--- src/rtl/complex_mult_arbiter.sv ---
// Round-robin arbiter sharing one complex multiplier among NUM_REQ requesters.
// Tags each issued operation with its requester and routes products back in order.
module complex_mult_arbiter #(
   parameter int WIDTH        = 16,
   parameter int NUM_REQ      = 4,
   parameter int MULT_LATENCY = 6,
   parameter int TAG_DEPTH    = 8,
   localparam int CNT_W       = $clog2(TAG_DEPTH + 1)
) (
   input  logic                       clk,
   input  logic                       rst,
   input  logic [NUM_REQ-1:0]         req_valid,
   output logic [NUM_REQ-1:0]         req_ready,
   input  logic [NUM_REQ*WIDTH-1:0]   req_ar,
   input  logic [NUM_REQ*WIDTH-1:0]   req_ai,
   input  logic [NUM_REQ*WIDTH-1:0]   req_br,
   input  logic [NUM_REQ*WIDTH-1:0]   req_bi,
   output logic                       m_ab_valid,
   output logic [WIDTH-1:0]           m_ar,
   output logic [WIDTH-1:0]           m_ai,
   output logic [WIDTH-1:0]           m_br,
   output logic [WIDTH-1:0]           m_bi,
   input  logic                       m_p_valid,
   input  logic [2*WIDTH:0]           m_pr,
   input  logic [2*WIDTH:0]           m_pi,
   output logic [NUM_REQ-1:0]         rsp_valid,
   output logic [2*WIDTH:0]           rsp_pr,
   output logic [2*WIDTH:0]           rsp_pi,
   output logic [CNT_W-1:0]           inflight,
   output logic                       err_orphan
);

   localparam int IDX_W  = (NUM_REQ > 1) ? $clog2(NUM_REQ) : 1;
   localparam int PTR_W  = (TAG_DEPTH > 1) ? $clog2(TAG_DEPTH) : 1;
   localparam int FCNT_W = $clog2(MULT_LATENCY + 1);

   typedef enum logic {ST_FLUSH, ST_RUN} state_t;

   state_t              state_reg, state_next;
   logic [FCNT_W-1:0]   flush_cnt_reg, flush_cnt_next;
   logic [IDX_W-1:0]    last_reg;
   logic [PTR_W-1:0]    wr_ptr_reg, rd_ptr_reg;
   logic [CNT_W-1:0]    inflight_reg;
   logic                m_ab_valid_reg;
   logic [WIDTH-1:0]    m_ar_reg, m_ai_reg, m_br_reg, m_bi_reg;
   logic [NUM_REQ-1:0]  rsp_valid_reg;
   logic [2*WIDTH:0]    rsp_pr_reg, rsp_pi_reg;
   logic                err_orphan_reg;

   logic [IDX_W-1:0]    tag_mem [TAG_DEPTH];
   logic [IDX_W-1:0]    head_tag;

   logic [WIDTH-1:0]    ar_arr [NUM_REQ];
   logic [WIDTH-1:0]    ai_arr [NUM_REQ];
   logic [WIDTH-1:0]    br_arr [NUM_REQ];
   logic [WIDTH-1:0]    bi_arr [NUM_REQ];

   logic                grant_found;
   logic [IDX_W-1:0]    grant_idx;
   logic                can_grant;
   logic                push;
   logic                pop;
   logic                orphan;
   int                  cand;

   genvar gi;
   generate
      for (gi = 0; gi < NUM_REQ; gi++) begin : g_unpack
         assign ar_arr[gi] = req_ar[gi*WIDTH +: WIDTH];
         assign ai_arr[gi] = req_ai[gi*WIDTH +: WIDTH];
         assign br_arr[gi] = req_br[gi*WIDTH +: WIDTH];
         assign bi_arr[gi] = req_bi[gi*WIDTH +: WIDTH];
      end
   endgenerate

   function automatic logic [PTR_W-1:0] ptr_inc(input logic [PTR_W-1:0] p);
      return (p == PTR_W'(TAG_DEPTH - 1)) ? '0 : p + PTR_W'(1);
   endfunction

   always_comb begin
      state_next     = state_reg;
      flush_cnt_next = flush_cnt_reg;
      case (state_reg)
         ST_FLUSH: begin
            if (flush_cnt_reg == FCNT_W'(MULT_LATENCY))
               state_next = ST_RUN;
            else
               flush_cnt_next = flush_cnt_reg + FCNT_W'(1);
         end
         default: state_next = ST_RUN;
      endcase
   end

   // Search starts one past the last grant and wraps, so every requester gets a turn.
   always_comb begin
      grant_found = 1'b0;
      grant_idx   = last_reg;
      cand        = 0;
      for (int i = 1; i <= NUM_REQ; i++) begin
         cand = int'(last_reg) + i;
         if (cand >= NUM_REQ)
            cand = cand - NUM_REQ;
         if (!grant_found && req_valid[cand]) begin
            grant_found = 1'b1;
            grant_idx   = IDX_W'(cand);
         end
      end
   end

   // Full FIFO blocks grants even if a pop lands this cycle; no bypass path.
   assign can_grant = (state_reg == ST_RUN) && (inflight_reg < CNT_W'(TAG_DEPTH));
   assign push      = can_grant && grant_found;
   assign req_ready = push ? (NUM_REQ'(1) << grant_idx) : '0;
   assign pop       = (state_reg == ST_RUN) && m_p_valid && (inflight_reg != '0);
   assign orphan    = (state_reg == ST_RUN) && m_p_valid && (inflight_reg == '0);
   assign head_tag  = tag_mem[rd_ptr_reg];

   always_ff @(posedge clk) begin
      if (push)
         tag_mem[wr_ptr_reg] <= grant_idx;
   end

   always_ff @(posedge clk) begin
      if (rst) begin
         state_reg      <= ST_FLUSH;
         flush_cnt_reg  <= '0;
         last_reg       <= IDX_W'(NUM_REQ - 1);
         wr_ptr_reg     <= '0;
         rd_ptr_reg     <= '0;
         inflight_reg   <= '0;
         m_ab_valid_reg <= 1'b0;
         m_ar_reg       <= '0;
         m_ai_reg       <= '0;
         m_br_reg       <= '0;
         m_bi_reg       <= '0;
         rsp_valid_reg  <= '0;
         rsp_pr_reg     <= '0;
         rsp_pi_reg     <= '0;
         err_orphan_reg <= 1'b0;
      end else begin
         state_reg      <= state_next;
         flush_cnt_reg  <= flush_cnt_next;
         m_ab_valid_reg <= push;
         if (push) begin
            last_reg   <= grant_idx;
            wr_ptr_reg <= ptr_inc(wr_ptr_reg);
            m_ar_reg   <= ar_arr[grant_idx];
            m_ai_reg   <= ai_arr[grant_idx];
            m_br_reg   <= br_arr[grant_idx];
            m_bi_reg   <= bi_arr[grant_idx];
         end
         if (pop) begin
            rd_ptr_reg    <= ptr_inc(rd_ptr_reg);
            rsp_valid_reg <= NUM_REQ'(1) << head_tag;
            rsp_pr_reg    <= m_pr;
            rsp_pi_reg    <= m_pi;
         end else begin
            rsp_valid_reg <= '0;
         end
         case ({push, pop})
            2'b10:   inflight_reg <= inflight_reg + CNT_W'(1);
            2'b01:   inflight_reg <= inflight_reg - CNT_W'(1);
            default: inflight_reg <= inflight_reg;
         endcase
         if (orphan)
            err_orphan_reg <= 1'b1;
      end
   end

   assign m_ab_valid = m_ab_valid_reg;
   assign m_ar       = m_ar_reg;
   assign m_ai       = m_ai_reg;
   assign m_br       = m_br_reg;
   assign m_bi       = m_bi_reg;
   assign rsp_valid  = rsp_valid_reg;
   assign rsp_pr     = rsp_pr_reg;
   assign rsp_pi     = rsp_pi_reg;
   assign inflight   = inflight_reg;
   assign err_orphan = err_orphan_reg;

endmodule

--- config.mk ---
export PLATFORM = sky130hd
export DESIGN_NAME = complex_mult_arbiter
export DESIGN_NICKNAME = d
export VERILOG_FILES = /design/src/rtl/complex_mult_arbiter.sv
export SDC_FILE = /design/constraint.sdc
export NUM_CORES = 1
export LEC_CHECK = 0
export CAP_MARGIN = 40
export CORE_AREA = 2 2 183 185
export DETAILED_ROUTE_END_ITERATION = 10
export DIE_AREA = 0 0 185 187
export PLACE_DENSITY = 0.58
export SYNTH_ARGS = -nofsm -noshare
export SYNTH_HDL_FRONTEND = slang
export SYNTH_SLANG_ARGS = --single-unit
--- constraint.sdc ---
create_clock -name clk -period 4 [get_ports clk]
set_input_delay 0.8 -clock clk [delete_from_list [all_inputs] [get_ports clk]]
set_output_delay 0.8 -clock clk [all_outputs]
set_load 0.1 [all_outputs]
==> results_tabular.tex <==
\begin{tabular}{lr}
\hline
Metric & Value \\
\hline
\multicolumn{2}{l}{\textbf{Synthesis}} \\
Yosys warning total & 0 \\
Fraction of synthesis flops using an asynchronous set or reset pin & 0\% \\
Number of flops mapped to enable cells by yosys & 16 \\
Share of synthesized area occupied by flip-flops and latches & 40.2\% \\
Unique cell type count in the Yosys netlist & 43 \\
Flip-flop and latch count after synthesis & 171 \\
Netlist area before placement & 8910 um2 \\
Synth Area per Inst & 8.53 um2 \\
Commonest register cell after synthesis & dfxtp\_1 \\
Gate count of the mapped netlist & 1045 \\
Mapped Nets & 1383 \\
\multicolumn{2}{l}{\textbf{Layout}} \\
Layout cell share with drive strength beyond 1 & 13.1\% \\
Commonest non-fill, non-tap cell in the layout & clkdlybuf4s50\_1 \\
Final net count & 1914 \\
Post-synthesis to final-layout area growth & 96.7\% \\
Top library cells by usage in the layout, fill and taps aside & clkdlybuf4s50\_1, dfxtp\_1, nand2\_1 \\
Final instance count without filler cells & 2045 \\
\multicolumn{2}{l}{\textbf{GRT}} \\
Initial antenna violation count & 9 \\
Pin count of the biggest net entering global routing & 168 \\
Total overflow reported by the global router & 0 \\
Total global routing track utilization & 21.6\% \\
Via count of the first global-routing pass & 10100 \\
Global-route wire length before repair & 57.8 mm \\
\multicolumn{2}{l}{\textbf{Routing}} \\
Number of nets with antenna violations after routing & 0 \\
Via/cell ratio & 4.90 \\
First drt pass iteration count & 5 \\
Wire length per cell after detailed routing & 18.8 um \\
Total wire length & 38.4 mm \\
Post-detailed-route DRC marker count & 0 \\
Vias post-DR & 10000 \\
1st-iter DRT viols & 400 \\
\multicolumn{2}{l}{\textbf{Setup path}} \\
Internal reg-to-reg setup slack & 1.39 ns \\
Worst reg2reg path startpoint & inflight[0] \\
Critical path type & input port to output port \\
Worst Path Max Fanout & 8 \\
CP arrival & 2.53 ns \\
Endpoint of the lowest-slack register-to-register path & inflight[2] \\
Category of the worst setup path capture point & output port \\
Data required time at the worst endpoint & 3.20 ns \\
Nature of the critical path startpoint & input port \\
Worst reg2reg path depth & 10 \\
\multicolumn{2}{l}{\textbf{Power and ir drop}} \\
Switching fraction of total power & 27.3\% \\
Switching power of the nets & 1140 uW \\
Clock network fraction of total power & 39.5\% \\
Int Power & 3040 uW \\
Power per cell area & 239 nW/um2 \\
Part of the total power dissipated in sequential elements & 41.8\% \\
Cell leakage power & 0.00660 uW \\
Highest ir drop seen on vdd & 0.271 mV \\
Combinational cell fraction of total power & 18.7\% \\
\multicolumn{2}{l}{\textbf{Floorplanning}} \\
Die width & 185 um \\
Die area & 34600 um2 \\
Height of the die & 187 um \\
Top Ports & 473 \\
Initial core utilization & 27.1\% \\
Area inside the core boundary & 32900 um2 \\
Cell row count & 67 \\
\multicolumn{2}{l}{\textbf{Timing}} \\
Setup Viol. Count Final & 0 \\
Clk\_skew & 0.0122 ns \\
Worst-margin pin slew & 0.853 ns \\
FMAX & 300 MHz \\
Fraction of the cycle the final worst path needs & 83.3\% \\
Sum Neg Setup Slack & 0 ns \\
Final hold violations & 0 \\
Unrepaired setup endpoints after global routing & false \\
Fin Hold WS & 0.453 ns \\
Headroom to the max-slew limit & 43.2\% \\
Pins Over Slew Limit & 0 \\
Clock period minus final worst setup slack & 3.33 ns \\
\multicolumn{2}{l}{\textbf{CTS}} \\
Max clock buf depth & 2 \\
Clock network latency to the later pin of the worst-skew pair & 0.43 ns \\
Buffer type at the clock tree root & clkbuf\_16 \\
Number of sinks handled by clock tree synthesis & 171 \\
Hold\_buf cts & 0 \\
Clock input transition at the sequential cells of the worst setup and hold paths & 0.07 ns \\
Cells resized by post-CTS repair & 0 \\
Post-CTS Setup Repair Bufs & 0 \\
H-Tree Level Count & 4 \\
TritonCTS clock tree & yes \\
Number of buffers added by the clock tree synthesis step & 17 \\
\multicolumn{2}{l}{\textbf{Min path}} \\
Critical hold path startpoint & rsp\_pi[1] \\
Hold crit path type & flip-flop to flip-flop \\
Hold worst-path end & rsp\_pi[1] \\
Cells on Worst Hold Path & 2 \\
\multicolumn{2}{l}{\textbf{Placement}} \\
Post-placement cell count & 2005 \\
Estimated wirelength of the detail-placed design & 27.7 mm \\
Buffers on Ports & 472 \\
Routability-driven placement congestion ratio & 0.819 \\
\multicolumn{2}{l}{\textbf{Job}} \\
Number of max-cap violations & 0 \\
\multicolumn{2}{l}{\textbf{Outcome}} \\
Status & completed \\
\hline
\end{tabular}
critical path, cell delays in order:
cell and delay (ns):
clkdlybuf4s50_1 0.44, or2_1 0.28, o311a_2 0.40, inv_2 0.18, nor3_4 0.05, and2_1 0.20, buf_12 0.18
worst max-delay path by stage:
stage | start | end | slack [ns] | cells past startpoint
5_1_grt | req_valid[2] | req_ready[2] | 0.59 | 7
3_3_place_gp | req_valid[2] | inflight[3] | 0.56 | 10
3_5_place_dp | req_valid[2] | inflight[3] | 0.49 | 10
6_report | req_valid[2] | req_ready[2] | 0.67 | 7
2_1_floorplan | req_valid[0] | req_ready[1] | 0.31 | 7
4_1_cts | req_valid[2] | req_ready[2] | 0.65 | 7
cell families after synthesis:
group	share of synthesized area, %
buffers and inverters	8.52
adders and majority gates	1.26
AOI/OAI and AO/OA	19.8
muxes	8.77
DFF	40.2
xor gates and xnor gates	0.393
and+or+nand+nor	21.1
stage by stage:
step                total power [uW]  utilization, %  cell area (um2)  worst slack (ns)
floorplan                       2120               -             8920             0.312
global placement                2520            42.4            13900             0.560
detailed placement              2580            51.6            17000             0.487
CTS                             4240            53.3            17500             0.653
global route                    4360            53.4            17500             0.591
finish                          4190            53.4            17500             0.668
layout make-up:
cell class | count | area, um2
fillers | 2813 | 15300
repair buffers | 623 | 7930
multi-input cells | 692 | 4610
flip-flops and latches | 171 | 3580
well taps | 448 | 561
clock buffers | 19 | 443
inverters | 71 | 267
clock inverters | 13 | 126
diodes | 8 | 20.0
per-layer routing:
layer | global-route usage (%) | wire length, um | up-vias
met2 | 39.2 | 19500 | 386
met3 | 6.27 | 3140 | 39
met1 | 24.3 | 14900 | 4718
li1 | - | - | 4876
met4 | 6.56 | 745 | 2
met5 | 0 | 18 | -
synth_stat cells (2+ instances only):
cell type  instances  area share (%)
buf_6              3            0.38
or2_1              2            0.14
and4_1            64             6.3
nand3b_1          64             5.4
nor4bb_1           3            0.34
nor3b_1            2            0.17
nand2_1          147             6.2
o21ai_0           45             2.5
ha_1               9             1.3
inv_1             68             2.9
edfxtp_1          16             5.4
nor4_1             3            0.21
mux4_2             4             1.0
nor4b_1            2            0.20
nand2b_1           6            0.42
buf_2             28             1.6
dfxtp_1          155              35
a31oi_1           65             4.6
a211o_1            2            0.20
nor3_1             7            0.39
nor2_1            19            0.80
buf_4              5            0.42
and3_1             2            0.14
buf_1             11            0.46
o21ai_1           21             1.2
o221ai_1          64             6.3
clkbuf_1          64             2.7
mux2i_1           68             7.6
a21oi_1           77             4.3
and2_1             2            0.14
xor2_1             3            0.29
inv_2              3            0.13
power groups by stage:
| stage | Combinational (uW) | Sequential [uW] | Clock [uW] |
|---|---|---|---|
| global placement | 735 | 1790 | 0 |
| CTS | 789 | 1750 | 1710 |
| finish | 782 | 1750 | 1650 |
| detailed placement | 786 | 1790 | 0 |
| floorplan | 272 | 1840 | 0 |
| global route | 836 | 1750 | 1770 |
(Power assumes the default switching activity.)
